**src/rtl/serial_id_reader_if.sv**
```systemverilog
// Bus bundle for serial_id_reader: host handshake, parallel result and the
// CLE320 serial-ID responder strobes.
interface serial_id_reader_if #(
    parameter int NBITS = 32
);
    logic             start;
    logic             abort;
    logic             busy;
    logic             done;
    logic             err;
    logic [NBITS-1:0] data;
    logic             sser_n;
    logic             ba13;
    logic             ba12;
    logic [3:0]       ba_nib;
    logic             br_w;
    logic             sclk;
    logic             sdrd;

    // reader side
    modport master (
        input  start, abort, sdrd,
        output busy, done, err, data, sser_n, ba13, ba12, ba_nib, br_w, sclk
    );

    // host / responder side
    modport slave (
        output start, abort, sdrd,
        input  busy, done, err, data, sser_n, ba13, ba12, ba_nib, br_w, sclk
    );
endinterface

```
**src/rtl/serial_id_reader.sv**
```systemverilog
// serial_id_reader: bus-side initiator for the CLE320 serial-ID responder.
// Drives the select strobes and responder clock, sends CMD_LEN unlock nibbles,
// then clocks NBITS bits from sdrd (LSB first) into a parallel word.
// Optional feature macro DOUBLE_READ_EN: a second full unlock+read after a
// one-step deselect gap; err flags a mismatch between the two reads.
module serial_id_reader #(
    parameter int                  NBITS   = 32,
    parameter int                  DIV     = 4,
    parameter int                  CMD_LEN = 4,
    parameter logic [4*CMD_LEN-1:0] UNLOCK = 16'hA9A2
) (
    input  logic               clk,
    input  logic               rst_n,
    serial_id_reader_if.master bus
);
    localparam int DW   = $clog2(DIV);
    localparam int SMAX = (NBITS > CMD_LEN) ? NBITS : CMD_LEN;
    localparam int SW   = $clog2(SMAX);

`ifdef DOUBLE_READ_EN
    typedef enum logic [2:0] {S_IDLE, S_CMD, S_READ, S_DONE, S_GAP, S_CMD2, S_READ2} state_t;
`else
    typedef enum logic [1:0] {S_IDLE, S_CMD, S_READ, S_DONE} state_t;
`endif

    state_t            state, state_n;
    logic [DW-1:0]     div_cnt, div_n;
    logic [SW-1:0]     step_cnt, step_n;
    logic              step_end, xfer, last_cmd, last_bit, sample;
    logic              cmd_n, sel_n, busy_n, sclk_n;
    logic [3:0]        nib_n;
    logic [NBITS-1:0]  shreg;
`ifdef DOUBLE_READ_EN
    logic [NBITS-1:0]  first_rd;
`endif

    // State and step-timer registers
    always_ff @(posedge clk or negedge rst_n) begin
        if (!rst_n) begin
            state    <= S_IDLE;
            div_cnt  <= '0;
            step_cnt <= '0;
        end else begin
            state    <= state_n;
            div_cnt  <= div_n;
            step_cnt <= step_n;
        end
    end

    // Next state, step timer and step counter
    always_comb begin
        state_n  = state;
        div_n    = div_cnt;
        step_n   = step_cnt;
        xfer     = (state != S_IDLE) && (state != S_DONE);
        step_end = (div_cnt == DW'(DIV - 1));
        last_cmd = (step_cnt == SW'(CMD_LEN - 1));
        last_bit = (step_cnt == SW'(NBITS - 1));
        sample   = 1'b0;
        if (xfer) div_n = step_end ? '0 : div_cnt + 1'b1;
        case (state)
            S_IDLE:  if (bus.start) state_n = S_CMD;
            S_CMD:   if (step_end && last_cmd) state_n = S_READ;
`ifdef DOUBLE_READ_EN
            S_READ:  if (step_end && last_bit) state_n = S_GAP;
            S_GAP:   if (step_end) state_n = S_CMD2;
            S_CMD2:  if (step_end && last_cmd) state_n = S_READ2;
            S_READ2: if (step_end && last_bit) state_n = S_DONE;
`else
            S_READ:  if (step_end && last_bit) state_n = S_DONE;
`endif
            S_DONE:  state_n = S_IDLE;
            default: state_n = S_IDLE;
        endcase
        if (xfer && step_end) step_n = (state_n != state) ? '0 : step_cnt + 1'b1;
        if (state == S_READ) sample = (div_cnt == DW'(DIV / 2 - 1));
`ifdef DOUBLE_READ_EN
        if (state == S_READ2) sample = (div_cnt == DW'(DIV / 2 - 1));
`endif
        // abort overrides any step end that lands in the same cycle
        if (xfer && bus.abort) begin
            state_n = S_IDLE;
            div_n   = '0;
            step_n  = '0;
            sample  = 1'b0;
        end
    end

    // Next values of the registered bus outputs, derived from the next state
    always_comb begin
        cmd_n  = (state_n == S_CMD);
        sel_n  = (state_n == S_CMD) || (state_n == S_READ);
        busy_n = sel_n;
`ifdef DOUBLE_READ_EN
        cmd_n  = cmd_n || (state_n == S_CMD2);
        sel_n  = sel_n || (state_n == S_CMD2) || (state_n == S_READ2);
        busy_n = sel_n || (state_n == S_GAP);
`endif
        sclk_n = busy_n && (div_n >= DW'(DIV / 2));
        nib_n  = '0;
        if (cmd_n) begin
            for (int unsigned k = 0; k < unsigned'(CMD_LEN); k++) begin
                if (step_n == SW'(k)) nib_n = UNLOCK[4*k +: 4];
            end
        end
    end

    // Registered outputs; data/err only change on entry to DONE
    always_ff @(posedge clk or negedge rst_n) begin
        if (!rst_n) begin
            bus.busy   <= 1'b0;
            bus.done   <= 1'b0;
            bus.err    <= 1'b0;
            bus.data   <= '0;
            bus.sser_n <= 1'b1;
            bus.ba13   <= 1'b1;
            bus.ba12   <= 1'b0;
            bus.ba_nib <= '0;
            bus.br_w   <= 1'b1;
            bus.sclk   <= 1'b0;
        end else begin
            bus.busy   <= busy_n;
            bus.done   <= (state_n == S_DONE);
            bus.sser_n <= !sel_n;
            bus.ba13   <= !sel_n;
            bus.ba12   <= sel_n;
            bus.ba_nib <= nib_n;
            bus.br_w   <= 1'b1;
            bus.sclk   <= sclk_n;
            if (state_n == S_DONE) begin
`ifdef DOUBLE_READ_EN
                bus.data <= first_rd;
                bus.err  <= (first_rd != shreg);
`else
                bus.data <= shreg;
                bus.err  <= 1'b0;
`endif
            end
        end
    end

    // Serial capture: LSB-first shift, cleared on start and abort
    always_ff @(posedge clk or negedge rst_n) begin
        if (!rst_n) begin
            shreg <= '0;
`ifdef DOUBLE_READ_EN
            first_rd <= '0;
`endif
        end else if (xfer && bus.abort) begin
            shreg <= '0;
        end else if (state == S_IDLE && bus.start) begin
            shreg <= '0;
`ifdef DOUBLE_READ_EN
        end else if (state == S_READ && state_n == S_GAP) begin
            first_rd <= shreg;
            shreg    <= '0;
`endif
        end else if (sample) begin
            shreg <= {bus.sdrd, shreg[NBITS-1:1]};
        end
    end
endmodule

```
**src/flat_wrapper.sv**
```systemverilog
// flat-port wrapper written by rule: the top's interface ports become plain ports
module serial_id_reader_flat 
#(
    parameter int                  NBITS   = 32,
    parameter int                  DIV     = 4,
    parameter int                  CMD_LEN = 4,
    parameter logic [4*CMD_LEN-1:0] UNLOCK = 16'hA9A2
)
  (clk, rst_n, bus_start, bus_abort, bus_sdrd, bus_busy, bus_done, bus_err, bus_data, bus_sser_n, bus_ba13, bus_ba12, bus_ba_nib, bus_br_w, bus_sclk);
  serial_id_reader_if #(.NBITS(NBITS)) bus_i ();
  input  logic clk;
  input  logic rst_n;
  input wire logic [$bits(bus_i.start)-1:0] bus_start;
  input wire logic [$bits(bus_i.abort)-1:0] bus_abort;
  input wire logic [$bits(bus_i.sdrd)-1:0] bus_sdrd;
  output wire logic [$bits(bus_i.busy)-1:0] bus_busy;
  output wire logic [$bits(bus_i.done)-1:0] bus_done;
  output wire logic [$bits(bus_i.err)-1:0] bus_err;
  output wire logic [$bits(bus_i.data)-1:0] bus_data;
  output wire logic [$bits(bus_i.sser_n)-1:0] bus_sser_n;
  output wire logic [$bits(bus_i.ba13)-1:0] bus_ba13;
  output wire logic [$bits(bus_i.ba12)-1:0] bus_ba12;
  output wire logic [$bits(bus_i.ba_nib)-1:0] bus_ba_nib;
  output wire logic [$bits(bus_i.br_w)-1:0] bus_br_w;
  output wire logic [$bits(bus_i.sclk)-1:0] bus_sclk;
  assign bus_i.start = bus_start;
  assign bus_i.abort = bus_abort;
  assign bus_i.sdrd = bus_sdrd;
  assign bus_busy = bus_i.busy;
  assign bus_done = bus_i.done;
  assign bus_err = bus_i.err;
  assign bus_data = bus_i.data;
  assign bus_sser_n = bus_i.sser_n;
  assign bus_ba13 = bus_i.ba13;
  assign bus_ba12 = bus_i.ba12;
  assign bus_ba_nib = bus_i.ba_nib;
  assign bus_br_w = bus_i.br_w;
  assign bus_sclk = bus_i.sclk;
  serial_id_reader #(.NBITS(NBITS), .DIV(DIV), .CMD_LEN(CMD_LEN), .UNLOCK(UNLOCK)) u_core (.clk(clk), .rst_n(rst_n), .bus(bus_i));
endmodule
```
**config.mk**
```make
export PLATFORM = sky130hd
export DESIGN_NAME = serial_id_reader_flat
export DESIGN_NICKNAME = d
export VERILOG_FILES = /design/src/rtl/serial_id_reader_if.sv /design/src/rtl/serial_id_reader.sv /design/src/flat_wrapper.sv
export SDC_FILE = /design/constraint.sdc
export NUM_CORES = 1
export LEC_CHECK = 0
export CORE_AREA = 3 3 81 83
export CTS_BUF_LIST = sky130_fd_sc_hd__clkbuf_16
export DETAILED_ROUTE_END_ITERATION = 10
export DIE_AREA = 0 0 84 86
export GPL_ROUTABILITY_DRIVEN = 0
export GPL_TIMING_DRIVEN = 0
export PLACE_DENSITY_LB_ADDON = 0.12
export SETUP_SLACK_MARGIN = 0.05
export SLEW_MARGIN = 20
export SYNTH_ARGS = -nofsm -noshare
export SYNTH_HDL_FRONTEND = slang
export SYNTH_SLANG_ARGS = --single-unit
```
**constraint.sdc**
```tcl
create_clock -name clk -period 5.29 [get_ports clk]
set_input_delay 1.587 -clock clk [delete_from_list [all_inputs] [get_ports clk]]
set_output_delay 1.587 -clock clk [all_outputs]
set_load 0.02 [all_outputs]
```
==> results of run 1 <==
-- final cells by class --
| cell class | count | area [sq um] | area share |
|---|---|---|---|
| Multi-Input combinational cell | 189 | 1300 | 0.303 |
| Timing Repair Buffer | 46 | 475 | 0.111 |
| Clock inverter | 6 | 86.3 | 0.0201 |
| Buffer | 18 | 86.3 | 0.0201 |
| Clock buffer | 9 | 225 | 0.0524 |
| Tap cell | 75 | 93.8 | 0.0218 |
| Sequential cell | 80 | 2000 | 0.466 |
| Inverter | 7 | 26.3 | 0.00611 |
-- registers in the layout (all words and copies together), names as in the netlist --
register and count:
u_core.bus.ba_nib 3, u_core.bus.busy 1, u_core.bus.data 32, u_core.bus.done 1
u_core.bus.sclk 1, u_core.bus.sser_n 1, u_core.div_cnt 2, u_core.shreg 32
u_core.state 2, u_core.step_cnt 5
-- critical path: stages --
cell and delay (ns):
clkdlybuf4s50_1 0.49, nand2_1 0.11, o21ai_0 0.10, o22a_1 0.17, a31oi_1 0.05, a21oi_1 0.25, ha_1 0.26, clkbuf_1 0.23
buf_1 0.50, mux2_2 0.41
-- layer usage --
layer  global-route usage  up-vias
met5                    0        -
met4               0.0833        0
met3               0.0403       11
met2                0.311       67
met1                0.266     1175
li1                     -     1127
-- how the worst max path moves through the flow --
stage | start | to | slack (ns) | depth (start not counted)
5_1_grt | bus_start | u_core.bus.data[21]$_DFFE_PN0P_ | 1.14 | 10
4_1_cts | bus_start | u_core.bus.data[30]$_DFFE_PN0P_ | 1.37 | 10
3_5_place_dp | bus_start | u_core.bus.data[20]$_DFFE_PN0P_ | 1.03 | 10
6_report | bus_start | u_core.bus.data[4]$_DFFE_PN0P_ | 1.36 | 10
3_3_place_gp | rst_n | u_core.bus.data[11]$_DFFE_PN0P_ | -0.16 | 1
2_1_floorplan | bus_start | u_core.bus.data[10]$_DFFE_PN0P_ | 2.00 | 9
-- power groups by stage --
stage | clock network, mW | logic [mW] | registers, mW
after global placement | 0 | 0.305 | 0.672
after CTS | 0.647 | 0.316 | 0.662
after global routing | 0.683 | 0.346 | 0.665
after detailed placement | 0 | 0.314 | 0.672
after floorplan | 0 | 0.191 | 0.686
final | 0.640 | 0.316 | 0.662
-- Yosys cell counts --
master     count  area, sq um
a211oi_1       1         7.51
a21boi_1       1         7.51
a21oi_1       27          135
a22o_1        11         96.3
a22oi_1        1         7.51
a31o_2         1         8.76
a31oi_1        1         6.26
and2_1         2         12.5
and2_4         1         8.76
and3_1         2         12.5
buf_1          3         11.3
buf_4          5         37.5
clkbuf_1      10         37.5
conb_1         2         7.51
dfrtp_1       79         1980
dfstp_2        1         26.3
ha_1          10          125
inv_1          7         26.3
mux2_2        33          372
nand2_1       55          206
nand2b_1       1         6.26
nand3_1        7         35.0
nand3b_1       1         7.51
nand4b_1       1         8.76
nor2_1         6         22.5
nor2b_1        2         12.5
nor3_1         1         5.00
nor3b_1        1         7.51
nor4b_1        1         8.76
o2111ai_1      2         17.5
o211ai_2       1         12.5
o21ai_0        6         30.0
o21bai_1       1         7.51
o22a_1         2         17.5
o2bb2a_4       1         20.0
o311a_1        1         10.0
o311a_4        1         21.3
or3_1          1         6.26
or3_4          1         11.3
xor2_1         2         17.5
-- logic make-up (layout without fill, tap and decap cells) --
family / after synthesis / after routing
adders and majority gates: 10 / 10
other: 2 / 3
and+or+nand+nor: 83 / 83
xor gates and xnor gates: 2 / 2
buffers and inverters: 25 / 86
AOI/OAI and AO/OA: 58 / 58
muxes: 33 / 33
DFF: 80 / 80
-- through the flow --
stage	setup slack (ns)	setup TNS [ns]
6_report	1.36	0
5_1_grt	1.14	0
4_1_cts	1.37	0
3_5_place_dp	1.03	0
3_3_place_gp	-0.156	-12.05
2_1_floorplan	2.00	0
==> run_results.csv, run 1 <==
group,metric,value,unit
outcome,status,"complete, no violations",
routing,top_layer_used,"met4",
setup_path,required,5.50,ns
synth,synth.avg_cell_area,11.7,sq um
global_route,grt_pass1_wl,11300,um
routing,drt_wl_total,6410,um
sta,grt_setup_unrepaired,"no",
routing,route.met2.wl,2950,um
synth,synthCells,293,
clock_tree,insertion_delay,0.33,ns
global_route,grt_max_degree,53,
sta,fin_worst_skew,0.00535,ns
floorplanning,die-width,84,um
setup_path,r2r-end,"u_core.bus.data[4]$_DFFE_PN0P_",
clock_tree,cts_buffer_depth,2,
hold_path,hold_start,"u_core.bus.data[12]$_DFFE_PN0P_",
setup_path,critPathKind,"in2reg",
power,switching_share,0.271,
sta,worst_pin_slew,0.834,ns
synth,synth.distinct_cells,40,
synth,synth_compound_area_frac,0.119,
synth,synth_xor_area_frac,0.00513,
power,internal_power,1.18,mW
hold_path,min_path_cells,1,
synth,synth_top_family_by_area,"compound AO/OA/AOI/OAI gates",
setup_path,timing.rr.start,"u_core.step_cnt[0]$_DFF_PN0_",
clock_tree,root_buffer,"clkbuf_16",
synth,synthSimpleGateAreaFrac,0.109,
hold_path,hp-class,"reg2reg",
setup_path,crit_arrival,4.14,ns
floorplanning,ioPinCount,49,
power,vdd.ir_drop.worst,339,uV
floorplanning,num_rows,28,
power,leakagePower,1.99,nW
routing,drc_errors,0,
sta,slew_viol_final,0,
floorplanning,die_area,7220,sq um
power,p_sw,439,uW
floorplanning,die_y,86,um
clock_tree,cts_resized,0,
hold_path,hold_end,"u_core.bus.data[12]$_DFFE_PN0P_",
routing,drt_iter0_drc,118,
clock_tree,htreeDepth,3,
clock_tree,cts_tree,"built",
setup_path,rrSetupSlack,2.00,ns
routing,dr.pass1.iters,4,
job,drv_cap,0,
synth,synthAdderAreaFrac,0.0366,
routing,vias_per_cell,5.53,
layout,syn_to_final_growth,25.9,%
sta,finalSetupViolCount,0,
sta,fmax,0.254,GHz
synth,yosysWarnings,0,
placed_design,port_buffers,45,
power,pwr-share-clk,0.396,
routing,ant_nets,0,
synth,syn_area,3410,sq um
layout,fillers,432,
layout,post-route-util,0.726,
layout,antenna_cells,0,
setup_path,reg2regPathDepth,10,
power,finalPower,1.62,mW
sta,fin_crit,3.93,ns
clock_tree,numCtsBuffers,9,
clock_tree,cts_setup_buffers,0,
synth,synthMuxAreaShare,0.109,
clock_tree,cts_hold_buf,0,
sta,slew_headroom,0.444,
global_route,grt_pass1_vias,2430,
layout,drive_above_1_share,0.172,
layout,fin_nets,366,
layout,layout_commonest_cell,"dfrtp_1",
routing,vias,2380,
placed_design,dp.cells,415,
global_route,grt_antenna_before_repair,0,
global_route,grt_overflow,0,
routing,wire_per_inst,14.9,um
sta,worst_hold_slack,0.503,ns
layout,layout_common_cells,"79 x dfrtp_1, 55 x nand2_1, 44 x clkdlybuf4s50_1",
sta,fin_crit_sh,0.743,
placed_design,hpwl,4360,um
setup_path,crit_path_end_kind,"flip-flop",
global_route,grt_use_total,0.196,
setup_path,crit_path_start_kind,"input port",
layout,fin_area,4300,sq um
floorplanning,start_util,0.577,
clock_tree,clock-sinks,80,
power,pwr_density_cell,377,nW/um^2
clock_tree,cts.clk_slew.worst_paths,0.06,ns
synth,ys_seq_area_frac,0.587,
synth,synth-seq-cells,80,
power,comb_power_share,0.195,
routing,dr_wl_met3,269,um
layout,stdcell_count,430,
sta,hold_viol,0,
routing,met1Wirelength,3070,um
power,seq_power_share,0.409,
floorplanning,core-area,5920,sq um
setup_path,path_max_fanout,10,
placed_design,placed_area,3990,sq um
(Power assumes the default switching activity.)
==> run 2, diff against run 1 <==
- CORE_AREA: 3 3 81 83 -> 3 3 88 90
- DIE_AREA: 0 0 84 86 -> 0 0 91 93
- clock period: 5.29 -> 3.6 ns (I/O delays scaled with it)
==> run_results.csv, run 2 (synthesis gave the netlist of run 1 again) <==
group,metric,value,unit
floorplanning,die_y,93,um
floorplanning,core-area,7140,sq um
layout,antenna_cells,0,
clock_tree,clock-sinks,80,
setup_path,crit_path_start_kind,"input port",
hold_path,hp-class,"reg2reg",
routing,drt_wl_total,6320,um
setup_path,required,3.81,ns
global_route,grt_use_total,0.162,
global_route,grt_pass1_vias,2284,
floorplanning,die-width,91,um
setup_path,crit_path_end_kind,"flip-flop",
layout,post-route-util,0.603,
routing,ant_nets,0,
setup_path,critPathKind,"in2reg",
layout,reg.largest.list,"u_core.bus.data (32), u_core.shreg (32), u_core.step_cnt (5)",
layout,layout_commonest_cell,"dfrtp_1",
layout,syn_to_final_growth,26.0,%
routing,vias_per_cell,5.25,
sta,finalSetupViolCount,0,
floorplanning,start_util,0.478,
layout,drive_above_1_share,0.183,
clock_tree,htreeDepth,3,
layout,layout_common_cells,"79 x dfrtp_1, 55 x nand2_1, 44 x clkdlybuf4s50_1",
sta,grt_setup_unrepaired,"no",
clock_tree,cts_setup_buffers,0,
setup_path,crit_arrival,3.44,ns
job,drv_cap,0,
global_route,grt_antenna_before_repair,0,
outcome,status,"complete, no violations",
placed_design,hpwl,4370,um
sta,worst_pin_slew,0.804,ns
sta,fmax,0.309,GHz
sta,fin_crit,3.23,ns
sta,hold_viol,0,
setup_path,path_max_fanout,10,
sta,fin_worst_skew,0.00642,ns
clock_tree,cts_hold_buf,0,
floorplanning,num_rows,31,
sta,slew_viol_final,0,
clock_tree,numCtsBuffers,9,
placed_design,placed_area,4020,sq um
routing,drt_iter0_drc,116,
clock_tree,insertion_delay,0.33,ns
power,vdd.ir_drop.worst,455,uV
sta,slew_headroom,0.464,
routing,drc_errors,0,
routing,wire_per_inst,13.9,um
clock_tree,cts.clk_slew.worst_paths,0.06,ns
routing,dr.pass1.iters,4,
clock_tree,root_buffer,"clkbuf_16",
placed_design,port_buffers,45,
power,pwr_density_cell,528,nW/um^2
layout,fin_area,4300,sq um
global_route,grt_pass1_wl,11000,um
global_route,grt_overflow,0,
sta,fin_crit_sh,0.898,
layout,fin_nets,366,
global_route,grt_max_degree,57,
floorplanning,ioPinCount,49,
power,leakagePower,1.97,nW
routing,vias,2388,
clock_tree,cts_buffer_depth,2,
clock_tree,cts_tree,"built",
floorplanning,die_area,8460,sq um
run 2: changes by cell type in the layout (fill, tap and decap cells not counted):
cell        before  now
buf_1            3    0
bufinv_16        2    0
clkbuf_2         0    3
clkinv_1         0    1
clkinv_2         1    0
clkinv_4         2    0
clkinvlp_4       0    3
inv_1            8    7
inv_6            0    2
inv_8            0    1
run 2: final timing paths:
check	cells past startpoint	start	slack (ns)	end
worst max-delay path	10	bus_start	0.37	u_core.bus.data[25]$_DFFE_PN0P_
worst min-delay path	1	u_core.bus.data[22]$_DFFE_PN0P_	0.50	u_core.bus.data[22]$_DFFE_PN0P_
worst max register to register	10	u_core.step_cnt[0]$_DFF_PN0_	0.53	u_core.bus.data[25]$_DFFE_PN0P_
worst min register to register	1	u_core.bus.data[22]$_DFFE_PN0P_	0.50	u_core.bus.data[22]$_DFFE_PN0P_
max in group asynchronous	2	rst_n	2.32	u_core.bus.sser_n$_DFF_PN1_
min in group asynchronous	1	rst_n	0.65	u_core.bus.data[27]$_DFFE_PN0P_
run 2: where the power goes:
group	switching (mW)	internal, mW	leakage, nW
registers	0.0305	0.942	1.11
logic	0.273	0.190	0.738
clock network	0.361	0.473	0.128
run 2: area by class of cell:
| cell class | instances | area [sq um] |
|---|---|---|
| buffer | 18 | 90.1 |
| clock buffer | 9 | 225 |
| multi-input combinational | 189 | 1300 |
| sequential | 80 | 2000 |
| clock inverter | 7 | 55.1 |
| tap | 99 | 124 |
| timing repair buffer | 46 | 475 |
| fill | 606 | 2840 |
| inverter | 7 | 26.3 |
run 2: per-layer routing:
| metal | vias up | GRT usage | share of wire |
|---|---|---|---|
| met5 | - | 0 | 0 |
| met3 | 8 | 0.0459 | 0.055 |
| li1 | 1132 | - | - |
| met1 | 1189 | 0.225 | 0.47 |
| met4 | 0 | 0.0678 | 0.016 |
| met2 | 59 | 0.238 | 0.45 |
run 2: what timing repair did:
action,4_1_cts,5_1_grt
resized for setup,0,3
endpoints found under the hold margin,0,0
endpoints found under the setup margin,0,30
run 2: through the flow:
step                power, mW  cells  hold WS (ns)  setup WS (ns)  TNS (ns)
global placement         1.44    438         0.478          -1.43   -116.92
detailed placement       1.45    439         0.484         -0.176     -4.35
CTS                      2.30    455         0.509          0.148         0
finish                   2.27    455         0.503          0.366         0
global route             2.40    455         0.522          0.175         0
floorplan                1.29    294         0.461          0.813         0
run 2: critical path, cell delays in order:
cell and delay, ns:
clkdlybuf4s50_1 0.49, nand2_1 0.09, o21ai_0 0.09, o22a_1 0.16, a31oi_1 0.05, a21oi_1 0.28, ha_1 0.24, clkbuf_1 0.24
clkbuf_2 0.34, mux2_2 0.38
